## config.mk

```make
export PLATFORM = sky130hd
export DESIGN_NAME = piso_shift_register
export DESIGN_NICKNAME = d
export VERILOG_FILES = /design/src/rtl/piso_shift_register.sv
export SDC_FILE = /design/constraint.sdc
export NUM_CORES = 1
export LEC_CHECK = 0
export CAP_MARGIN = 10
export CORE_MARGIN = 2
export CORE_UTILIZATION = 35
export CTS_BUF_LIST = sky130_fd_sc_hd__clkbuf_16
export DETAILED_ROUTE_END_ITERATION = 10
export GPL_ROUTABILITY_DRIVEN = 1
export SLEW_MARGIN = 5
export SYNTH_ARGS = -nofsm -noshare
export SYNTH_HDL_FRONTEND = slang
export SYNTH_SLANG_ARGS = --single-unit
```

## constraint.sdc

```tcl
create_clock -name CLOCK_50 -period 2.1 [get_ports CLOCK_50]
set_input_delay 0.21 -clock CLOCK_50 [delete_from_list [all_inputs] [get_ports CLOCK_50]]
set_output_delay 0.21 -clock CLOCK_50 [all_outputs]
set_load 0.01 [all_outputs]
```

## src/rtl/piso_shift_register.sv

```systemverilog
// Parallel-in, serial-out shift register for the serial audio transmit path.
// Loads a word on a strobe and shifts it out one bit per shift strobe, with busy/done status.
module piso_shift_register #(
  parameter int unsigned WIDTH     = 8,
  parameter bit          MSB_FIRST = 1'b1
) (
  input  logic             CLOCK_50,
  input  logic             Reset,
  input  logic [WIDTH-1:0] Parallel_Data,
  input  logic             Load_Parallel_Data,
  input  logic             Shift_Flag,
  output logic             Serial_Out,
  output logic             Busy,
  output logic             Word_Done
);

  localparam int unsigned CntW = $clog2(WIDTH + 1);

  logic [WIDTH-1:0] sr_q, sr_d;
  logic [CntW-1:0]  cnt_q, cnt_d;
  logic             done_q, done_d;

  // Load wins over shift; a load while busy simply restarts the count.
  always_comb begin
    sr_d   = sr_q;
    cnt_d  = cnt_q;
    done_d = 1'b0;
    if (Load_Parallel_Data) begin
      sr_d  = Parallel_Data;
      cnt_d = CntW'(WIDTH);
    end else if (Shift_Flag && (cnt_q != '0)) begin
      if (MSB_FIRST) begin
        sr_d = {sr_q[WIDTH-2:0], 1'b0};
      end else begin
        sr_d = {1'b0, sr_q[WIDTH-1:1]};
      end
      cnt_d  = cnt_q - CntW'(1);
      done_d = (cnt_q == CntW'(1));
    end
  end

  always_ff @(posedge CLOCK_50 or negedge Reset) begin
    if (!Reset) begin
      sr_q   <= '0;
      cnt_q  <= '0;
      done_q <= 1'b0;
    end else begin
      sr_q   <= sr_d;
      cnt_q  <= cnt_d;
      done_q <= done_d;
    end
  end

  // Every output comes straight from a register, so none has a combinational path from an input.
  assign Serial_Out = MSB_FIRST ? sr_q[WIDTH-1] : sr_q[0];
  assign Busy       = (cnt_q != '0);
  assign Word_Done  = done_q;

endmodule

```

==> flow_summary.toml <==
[status]
outcome = "complete, no violations"

[cells_and_area]
nFillCells = 174
nets = 103
syn_to_final_growth_pct = 37.87
design_area_sq_um = 924.6
drive_gt1_share_pct = 9.195
fin_util_pct = 52.41
num_antenna_cells = 0
layout.cells.non_filler = 112

[worst_setup_path]
cp-end-kind = "output port"
worst_ep_required_time_ns = 1.89
path_max_fanout = 10
r2r_slack_ns = 0.56
worst_setup_path_start_kind = "register"
critPathArrivalTime_ns = 1.79
critical_path_class = "register to output port"

[global_route]
grt_pass1_vias = 504
antenna_found_initial = 0
grt_pass1_wl_um = 2194
grtUsageTotal_pct = 14.09
gr-total-overflow = 0
grt_max_degree = 22

[clocking]
cts.sinks = 13
holdBufCountCts = 0
post-cts-setup-buffer-count = 0
ctsHtreeMaxLevel = 1
cts_buffers = 3
clk_pin_slew_worst_paths_ns = 0.04
cts_root_buf = "clkbuf_16"
post_cts_resized = 0
clock_path_buffers = 2
worstSkewPairLatency_ns = 0.24
tritoncts = "yes"

[drt]
first_pass_iters = 4
drt_iter0_drc = 12
avgViaCountPerCell = 5.188
wl_um = 1296
avgRoutedWirePerCell_um = 11.57
postRouteAntennaNets = 0
vias = 581
drc = 0

[sta]
fin_skew_ns = 0.001260
layout_worst_path_cycle_share_pct = 95.11
min_period_ns = 1.997
finalSetupViolCount = 0
max_freq_ghz = 0.5007
tightestPinTransition_ns = 0.6133
tns_ns = 0
hold_viol_final = 0
maxSlewHeadroom_pct = 58.98
rsz0062_at_grt = "false"
slew_viol_final = 0

[placement]
dp_hpwl_um = 928
dpl_cell_area_sq_um = 839.6
placed_cells = 108
portBuffers = 14
finalWeightedCongestion = 0.7363

[floorplan]
die_width_um = 47.78
ios = 15
start_util_pct = 38.01
die_y_um = 47.78
dieArea_sq_mm = 0.002282
coreArea_sq_mm = 0.001764
fp-row-count = 15

[synth]
syn_area_per_cell_sq_um = 9.446
synth-seq-cells = 13
ys_seq_area_share_pct = 48.51
synth_cell_types = 20
synth_nets = 86
syn-instance-count = 71
synth_warnings = 0
syn_area_sq_um = 670.6

[pwr]
pwr-share-seq_pct = 38.4
fin_total_pwr_mw = 0.7734
p_per_area_mw_per_mm2 = 836.5
p_comb_share_pct = 16.8
p_int_mw = 0.5957
swShare_pct = 22.99
leakagePower_nw = 0.3823
ir_worst_vdd_v = 0.0007981
clockPowerShare_pct = 44.7
switchingPower_mw = 0.1778

[min_path]
hold_path.class = "primary input to asynchronous set/reset pin"

[job]
max-cap-violations = 0
cell usage after synthesis, drive strengths merged:
| library cell | n | area share [%] |
|---|---|---|
| nand3 | 1 | 0.75 |
| nor2b | 7 | 6.5 |
| buf | 2 | 1.5 |
| or4b | 1 | 2.1 |
| o21ai | 10 | 7.5 |
| a21oi | 10 | 7.5 |
| nor2 | 2 | 1.1 |
| or3 | 1 | 0.93 |
| and4b | 1 | 1.5 |
| nor3b | 1 | 1.9 |
| a211o | 1 | 1.3 |
| ha | 3 | 5.6 |
| nor3 | 1 | 0.75 |
| clkbuf | 2 | 1.1 |
| inv | 4 | 2.2 |
| a211oi | 1 | 1.1 |
| a31oi | 7 | 6.5 |
| dfrtp | 13 | 49 |
| nand2 | 3 | 1.7 |
area by class of cell:
| class | count | area, sq um | area share [%] |
|---|---|---|---|
| inverter | 4 | 15.01 | 1.624 |
| clock inverter | 1 | 3.754 | 0.4060 |
| sequential | 13 | 325.3 | 35.18 |
| tap | 25 | 31.28 | 3.383 |
| multi-input combinational | 50 | 319.1 | 34.51 |
| clock buffer | 3 | 75.07 | 8.119 |
| timing repair buffer | 16 | 155.1 | 16.78 |
cells in the final DEF, fill, tap and decap left out, drive strengths merged:
master	count
a21oi	10
ha	3
a211oi	1
a31oi	7
nand3	1
clkbuf	3
clkdlybuf4s50	14
nor2b	7
or4b	1
or3	1
a211o	1
inv	5
o21ai	10
nor3b	1
dfrtp	13
and4b	1
nor2	2
nand2	3
buf	2
nor3	1
path summary, 6_finish.rpt:
check / cells past startpoint / end / startpoint
min reg2reg: 2 / sr_q[7] / sr_q[7]
max in group asynchronous: 1 / sr_q[0] / Reset
max reg2reg: 6 / cnt_q[1] / cnt_q[0]
min in group CLOCK_50: 2 / sr_q[7] / sr_q[7]
max: 5 / Busy / cnt_q[0]
min: 1 / cnt_q[2] / Reset
per-stage QoR:
step                hold slack [ns]  setup slack (ns)
floorplan                  -0.08559            0.6392
global placement             0.5236            0.3719
detailed placement           0.5323            0.3410
CTS                          0.3730           0.07378
global route                 0.4183           0.01367
finish                       0.3613            0.1028
critical path, stage by stage, from the launching register on:
cell             delay, ns
dfrtp_1               0.39
inv_1                 0.09
ha_1                  0.19
nor3b_4               0.16
inv_2                 0.15
clkdlybuf4s50_1       0.56
flip-flops by register name, indices dropped and copies added, names as in the netlist:
signal     cells
Word_Done      1
cnt_q          4
sr_q           8
routing by layer:
layer / vias to the layer above / track usage, % / share of wire (%) / wire, um
li1: 287 / - / - / -
met4: 0 / 4.865 / 1.5 / 19
met5: - / 0 / 0 / 0
met2: 22 / 20.00 / 43 / 557
met1: 270 / 20.14 / 49 / 638
met3: 2 / 4.528 / 6.2 / 80
cells by family after synthesis:
family	share of synthesized area, %
compound gates	23.88
fa+ha+maj	5.598
buf+inv	4.851
flops	48.51
simple gates	17.16
power by group through the flow:
stage | registers [mW] | clock network [mW] | logic (mW)
after floorplan | 0.296 | 0 | 0.0757
after global placement | 0.299 | 0 | 0.128
after detailed placement | 0.299 | 0 | 0.128
after CTS | 0.296 | 0.351 | 0.128
after global routing | 0.301 | 0.363 | 0.147
final | 0.297 | 0.346 | 0.130
Note: power is estimated with default switching activity, not from simulation.
